[src/rtl/rom_16_byte.sv]
// Program store for the TD4 CPU: sixteen 8-bit registers read combinationally
// as {opcode, immediate}, reloadable through a synchronous write port.
module rom_16_byte (
    input  logic       CLK,
    input  logic       RESET,
    input  logic [3:0] ADDRESS,
    output logic [3:0] ROM_DATA,
    output logic [3:0] OP_CODE,
    input  logic       WR_EN,
    input  logic [3:0] WR_ADDRESS,
    input  logic [7:0] WR_DATA
);

    logic [7:0] word_q [16];
    logic [7:0] word_d [16];

    // Boot program restored on every RESET assertion.
    function automatic logic [7:0] default_word(input logic [3:0] a);
        logic [7:0] w;
        case (a)
            4'd0:    w = 8'hB7;
            4'd1:    w = 8'h01;
            4'd2:    w = 8'hE1;
            4'd3:    w = 8'h01;
            4'd4:    w = 8'hE3;
            4'd5:    w = 8'hB6;
            4'd6:    w = 8'h01;
            4'd7:    w = 8'hE6;
            4'd8:    w = 8'h01;
            4'd9:    w = 8'hE8;
            4'd10:   w = 8'hB0;
            4'd11:   w = 8'hB4;
            4'd12:   w = 8'h01;
            4'd13:   w = 8'hEA;
            4'd14:   w = 8'hB8;
            default: w = 8'hFF;
        endcase
        return w;
    endfunction

    always_comb begin
        for (int i = 0; i < 16; i++) begin
            word_d[i] = word_q[i];
        end
        if (WR_EN) begin
            word_d[WR_ADDRESS] = WR_DATA;
        end
    end

    // Reset is checked first, so a write in a reset cycle is dropped.
    always_ff @(posedge CLK or posedge RESET) begin
        if (RESET) begin
            for (int i = 0; i < 16; i++) begin
                word_q[i] <= default_word(4'(i));
            end
        end else begin
            for (int i = 0; i < 16; i++) begin
                word_q[i] <= word_d[i];
            end
        end
    end

    // No bypass: a same-address write shows up only after the capturing edge.
    assign {OP_CODE, ROM_DATA} = word_q[ADDRESS];

endmodule

[config.mk]
export PLATFORM = sky130hd
export DESIGN_NAME = rom_16_byte
export DESIGN_NICKNAME = d
export VERILOG_FILES = /design/src/rtl/rom_16_byte.sv
export SDC_FILE = /design/constraint.sdc
export NUM_CORES = 1
export LEC_CHECK = 0
export BUFFER_PORTS_ARGS = -buffer_cell sky130_fd_sc_hd__buf_2
export CAP_MARGIN = 20
export CORE_ASPECT_RATIO = 0.7
export CORE_UTILIZATION = 41
export CTS_BUF_LIST = sky130_fd_sc_hd__clkbuf_2 sky130_fd_sc_hd__clkbuf_4 sky130_fd_sc_hd__clkbuf_8
export DETAILED_ROUTE_END_ITERATION = 6
export PLACE_DENSITY = 0.64
export SLEW_MARGIN = 15
export SYNTH_ARGS = -nofsm -noshare
export SYNTH_HDL_FRONTEND = slang
export SYNTH_SLANG_ARGS = --single-unit
export TNS_END_PERCENT = 50
[constraint.sdc]
create_clock -name CLK -period 10 [get_ports CLK]
set_input_delay 1 -clock CLK [delete_from_list [all_inputs] [get_ports CLK]]
set_output_delay 1 -clock CLK [all_outputs]
set_load 0.1 [all_outputs]
==> key figures, run 1 <==
Run status
  – Status: complete, no violations

Timing
  – Final Cycle Share: 0.386
  – Max-slew violation count: 0
  – Hold_ws: between 0.5 and 0.6 ns
  – Final setup viols: 0
  – Final Critical Period: 3.86 ns
  – Setup TNS: 0 ns
  – Final hold viol count: 0
  – Max Clk Rate: about 0.26 GHz
  – Worst-margin pin slew: around 0.97 ns
  – Normalized max-slew margin: 0.354
  – Setup Skew: 0 ns
  – RSZ-0062 raised after global routing: no

Yosys
  – Post-Syn Instances: ~370
  – Yosys cell types: 30
  – YS warnings: 0
  – Most used DFF post-synth: dfrtp_1
  – Post-Syn Area per Cell: 16.3 sq um
  – Number of flops mapped to enable cells by yosys: 0
  – Ys async rst share: 1.00
  – Share of the synthesized area in the top cell type: 0.291
  – Number of synthesized register bits: 128
  – Mapped Area: ~0.0060 sq mm
  – Post-synthesis sequential area ratio: 0.544
  – Syn_nets: 388
  – Synth area leaders: dfrtp_1, dfstp_2, mux2_2
  – Synth area leader: dfrtp_1

Worst hold path
  – WHS Path Cells: 1
  – Worst Hold Class: flip-flop to flip-flop
  – Hold Startpoint: word_q[41]
  – Min-Delay Endpoint: word_q[41]

Routing
  – Metal3 WL: 334 microns
  – DRT Pass-1 Iters: 4
  – DR top layer: met4
  – First DRT Iteration DRCs: 148
  – Final wirelength: ~12 mm
  – # DRC: 0
  – Met1 wire length: just over 6 mm
  – Via count: roughly 3,300
  – Routed length per instance: a little over 20 microns
  – DR vias/cell: around 5.5
  – DR WL met2: 5.38 mm
  – Post-DRT Antenna Nets: 0

Worst setup path
  – Worst path cell trace: buf_2 > buf_4 > mux4_2 > a22oi_1 > nand2_1 > buf_2
  – Worst path slowest cell: mux4_2
  – Critical path required time: around 9.0 ns
  – CP max FO: 32
  – Top cell by count, worst path: buf_2
  – Max stage delay on crit path: 0.58 ns
  – Startpoint types: input port
  – R2R setup slack: slightly above 9 ns
  – WS Path Type: input port to output pin
  – R2R cell count: 1
  – Worst Path Arrival: ~2.9 ns
  – CP Capture Type: output pin
  – Worst reg2reg endpoint: word_q[48]
  – R2r startpoint: word_q[48]

Clocking
  – CTS Root Cell: clkbuf_8
  – TritonCTS clock tree: done
  – Post-CTS setup buffer count: 0
  – Deepest clock path buffer count: 2
  – Worst-path clk slew: ~0.070 ns
  – TritonCTS Buffers: 17
  – Clock Sinks: ~130
  – Clk_lat worst skew: between 0.4 and 0.5 ns
  – H-tree lvl count: 4
  – Cts hold-fix bufs: 0
  – Cts repair resizes: 0

Cells and area
  – Ant. Diodes: 0
  – Post-route cell area: around 0.0067 sq mm
  – Core Util, Final: 0.477
  – Layout cells sized above 1: 0.723
  – Layout net count: approximately 410
  – Biggest regs: word_q (128)
  – Largest register by flop count: word_q
  – Most frequent cells in the layout: mux2_2, dfrtp_1, dfstp_2
  – Most common cell after layout, fill and taps aside: mux2_2
  – Max reg flops: 128
  – Area grow syn2layout: 12.0%

Power and ir drop
  – Clock share of power: 0.330
  – Internal Pwr Total: around 0.0012 W
  – Flop pwr share: 0.466
  – Sw Ratio: 0.267
  – Max IR drop VDD: around 0.13 mV
  – P_leak: about 2.8 nW
  – Power per cell area: approximately 230 mW/mm^2
  – NetSw: 0.000421 W
  – Combinational power share: 0.203

Placement
  – GPL Wtd Cong: 0.740
  – Buffers on Ports: 26
  – Cell Area, Placed: approximately 0.0063 sq mm
  – Post-DP HPWL: 7.99 mm

Die
  – Die Area: between 0.015 and 0.02 sq mm
  – Number of I/O pins: 27
  – Num rows: 36
  – Initial Util: 0.426
  – Die Height: approximately 100 microns
  – Die X-Extent: roughly 150 microns
  – Core Region: 0.0141 sq mm

Global routing
  – GR Util All Layers: 0.179
  – Number of global-route vias before repair: 3,474
  – Antenna violations before repair: 0
  – Pin count of the biggest net entering global routing: between 60 and 70
  – First-pass GRT wire length: around 20 mm
  – Total grt overflow: 0

Flow run
  – Max-Cap Viols: 0
how the worst max path moves through the flow:
stage                          start     endpoint  slack, ns  depth (start not counted)
final                     ADDRESS[0]  ROM_DATA[1]       6.14                          6
after CTS                 ADDRESS[0]  ROM_DATA[1]       6.10                          6
after detailed placement  ADDRESS[0]  ROM_DATA[1]       6.10                          6
after global placement    ADDRESS[0]  ROM_DATA[2]       6.09                          6
after global routing      ADDRESS[0]  ROM_DATA[1]       6.00                          6
after floorplan                RESET  word_q[100]       5.68                          1
worst max-delay path: cells and delay by family:
family                 cells  cell delay [ns]
and+or+nand+nor            1             0.13
AOI/OAI and AO/OA          1             0.23
muxes                      1             0.58
buffers and inverters      3             0.90
routing by layer:
metal	track usage	up-vias
met1	0.261	1783
li1	-	1423
met5	0	-
met4	0.0738	0
met2	0.263	44
met3	0.0351	19
layout make-up:
cell class              count  area [sq um]
clock buffers              19           262
repair buffers             28           145
well taps                 190           238
clock inverters            13           210
inverters                   1          6.26
fillers                  1243          7400
multi-input cells         212          2610
flip-flops and latches    128          3280
power by group through the flow:
| stage | clock network (W) | registers [W] | logic (W) |
|---|---|---|---|
| after floorplan | 0 | 0.000721 | 0.000278 |
| after global placement | 0 | 0.000738 | 0.000314 |
| after detailed placement | 0 | 0.000743 | 0.000325 |
| after CTS | 0.000533 | 0.000735 | 0.000325 |
| after global routing | 0.000558 | 0.000750 | 0.000346 |
| final | 0.000520 | 0.000735 | 0.000320 |
through the flow:
| stage | power (W) | setup slack, ns | instances |
|---|---|---|---|
| 5_1_grt | 0.00165 | 6.00 | 591 |
| 4_1_cts | 0.00159 | 6.10 | 591 |
| 2_1_floorplan | 0.000999 | 5.68 | 369 |
| 3_3_place_gp | 0.00105 | 6.09 | 559 |
| 3_5_place_dp | 0.00107 | 6.10 | 559 |
| 6_report | 0.00158 | 6.14 | 591 |
cell families after synthesis:
logic type             share of synthesized area
AO/OA/AOI/OAI                             0.0199
buffers and inverters                     0.0230
flip-flops                                 0.544
multiplexers                               0.369
AND/OR/NAND/NOR                           0.0446
cells in the mapped netlist (2+ instances only):
cell type and number:
nor2b_1 4, or4_1 2, mux4_2 32, mux2_4 16, nor4b_4 2, dfstp_2 58, nor2_2 4, a22oi_1 16
buf_1 4, clkbuf_1 11, buf_4 3, buf_2 9, nand4bb_1 2, dfrtp_1 70, nand2_1 10, mux2_2 112
Note: power is estimated with default switching activity, not from simulation.
==> run 2, diff against run 1 <==
--- a/config.mk
+++ b/config.mk
@@ -11,7 +11,7 @@
 export CORE_UTILIZATION = 41
 export CTS_BUF_LIST = sky130_fd_sc_hd__clkbuf_2 sky130_fd_sc_hd__clkbuf_4 sky130_fd_sc_hd__clkbuf_8
 export DETAILED_ROUTE_END_ITERATION = 6
-export PLACE_DENSITY = 0.64
+export PLACE_DENSITY = 0.66
 export SLEW_MARGIN = 15
 export SYNTH_ARGS = -nofsm -noshare
 export SYNTH_HDL_FRONTEND = slang
==> constraint.sdc (replaced) <==
create_clock -name CLK -period 3.35 [get_ports CLK]
set_input_delay 0.335 -clock CLK [delete_from_list [all_inputs] [get_ports CLK]]
set_output_delay 0.335 -clock CLK [all_outputs]
set_load 0.1 [all_outputs]
==> key figures, run 2 (synthesized netlist as in run 1, its figures left out) <==
Worst setup path
  – CP max FO: 21 (-34%)
  – R2R cell count: 1 (unchanged)
  – CP Capture Type: output pin
  – Worst Path Arrival: 2.12 ns (-0.74 ns)
  – Startpoint types: input port
  – WS Path Type: input port to output pin
  – Critical path required time: 3.01 ns (-5.99 ns)

Global routing
  – Antenna violations before repair: 0 (unchanged)
  – Pin count of the biggest net entering global routing: 129 (+87%)
  – GR Util All Layers: 0.184 (+0.00483)
  – First-pass GRT wire length: 20.3 mm (+2.0%)
  – Total grt overflow: 0 (unchanged)
  – Number of global-route vias before repair: 3,544 (+2.0%)

Clocking
  – Clock Sinks: 128 (unchanged)
  – Deepest clock path buffer count: 2 (unchanged)
  – Cts hold-fix bufs: 0 (unchanged)
  – Clk_lat worst skew: 0.43 ns (about the same)
  – Cts repair resizes: 0 (unchanged)
  – Post-CTS setup buffer count: 0 (unchanged)
  – Worst-path clk slew: 0.08 ns (about the same)
  – H-tree lvl count: 4 (unchanged)
  – TritonCTS clock tree: done
  – TritonCTS Buffers: 17 (unchanged)
  – CTS Root Cell: clkbuf_8

Placement
  – GPL Wtd Cong: 0.720 (-2.7%)
  – Post-DP HPWL: 8.15 mm (+2.0%)
  – Cell Area, Placed: 0.00631 sq mm (+0.58%)
  – Pre-CTS setup slack: 0.886 ns (-5.21 ns)
  – Buffers on Ports: 26 (unchanged)

Routing
  – Via count: 3,287 (+0.55%)
  – DRT Pass-1 Iters: 4 (unchanged)
  – # DRC: 0 (unchanged)
  – Final wirelength: 12.5 mm (+2.9%)
  – DR vias/cell: 5.53 (about the same)
  – Post-DRT Antenna Nets: 0 (unchanged)
  – Routed length per instance: 21.0 microns (+2.4%)
  – First DRT Iteration DRCs: 154 (+4.1%)

Cells and area
  – Fill count: 1,263 (+1.6%)
  – Area grow syn2layout: 11.6%
  – Footprint of the multi-input gates: 0.00261 sq mm (unchanged)
  – Post-route cell area: 0.00672 sq mm (-0.37%)
  – Most frequent cells in the layout: mux2_2, dfrtp_1, dfstp_2
  – Layout cells sized above 1: 0.725 (+0.00206)
  – Max reg flops: 128 (unchanged)
  – Storage cell area: 0.00328 sq mm (unchanged)
  – Biggest regs: word_q (128)
  – Most common cell after layout, fill and taps aside: mux2_2
  – Largest register by flop count: word_q
  – Ant. Diodes: 0 (unchanged)
  – Layout net count: 410 (+0.74%)

Timing
  – Final Cycle Share: 0.733
  – Setup TNS: 0 ns (unchanged)
  – Final Critical Period: ~2.5 ns
  – Max Clk Rate: roughly 0.41 GHz
  – Setup Skew: 0 ns (unchanged)
  – Normalized max-slew margin: 0.353 (-0.00118)
  – Final hold viol count: 0 (unchanged)
  – Worst-margin pin slew: 0.965 ns (-0.00149 ns)
  – Fin worst setup slack: 0.895 ns (-5.25 ns)
  – Final setup viols: 0 (unchanged)
  – Hold_ws: 0.0620 ns (-0.440 ns)
  – RSZ-0062 raised after global routing: no
  – Max-slew violation count: 0 (unchanged)

Die
  – Die X-Extent: 147 microns (unchanged)
  – Die Area: 0.0152 sq mm (unchanged)
  – Core Region: 0.0141 sq mm (unchanged)
  – Die Height: 103 microns (unchanged)
  – Num rows: 36 (unchanged)
  – Number of I/O pins: 27 (unchanged)
  – Initial Util: 0.426 (unchanged)

Run status
  – Status: complete, no violations

Worst hold path
  – Worst Hold Class: input port to async pin

Power and ir drop
  – Max IR drop VDD: 0.438 mV (+240%)
  – P_leak: 2.78 nW (-0.42%)
  – Power per cell area: 671 mW/mm^2 (+190%)

Flow run
  – Max-Cap Viols: 0 (unchanged)
==> run 2: cell count changes in the layout (fill, tap and decap cells not counted) <==
cell,change
bufinv_16,-3
clkinv_4,-3
buf_4,+2
clkbuf_4,+2
clkbuf_8,+2
clkinvlp_4,+2
buf_12,+1
clkinv_2,+1
inv_4,-1
==> run 2: area by class of cell <==
type                    count  area share
clock buffers              23      0.0452
clock inverters             9      0.0158
inverters                   1     0.00112
multi-input cells         212       0.388
flip-flops and latches    128       0.487
well taps                 190      0.0354
repair buffers             31      0.0268
==> run 2: power breakdown <==
group	internal (W)	switching (W)
combinational	0.000502	0.000458
sequential	0.00202	0.000184
clock	0.000754	0.000589
==> run 2: path summary, 6_finish.rpt <==
| check | start | endpoint | slack, ns |
|---|---|---|---|
| setup / recovery | ADDRESS[1] | OP_CODE[1] | 0.89 |
| hold / removal | RESET | word_q[20] | 0.06 |
| setup reg to reg | word_q[33] | word_q[33] | 2.57 |
| hold reg to reg | word_q[75] | word_q[75] | 0.51 |
| max in group asynchronous | RESET | word_q[106] | 2.74 |
| min in group CLK | WR_DATA[6] | word_q[14] | 0.36 |
==> run 2: per-layer routing <==
metal	part of all wire	vias to the layer above	global-route usage
met1	0.48	1787	0.260
li1	-	1428	-
met4	0.0088	0	0.0682
met2	0.46	61	0.281
met5	0	-	0
met3	0.051	11	0.0404
==> run 2: worst max-delay path, cell delays in order <==
cell     delay [ns]
buf_2          0.47
buf_4          0.34
mux4_2         0.32
a22oi_1        0.24
nand2_1        0.09
buf_2          0.30
==> run 2: stage by stage <==
step	util	cells	power (W)
2_1_floorplan	-	369	0.00298
3_3_place_gp	0.446	562	0.00315
3_5_place_dp	0.446	562	0.00320
4_1_cts	0.475	594	0.00456
5_1_grt	0.475	594	0.00473
6_report	0.475	594	0.00451
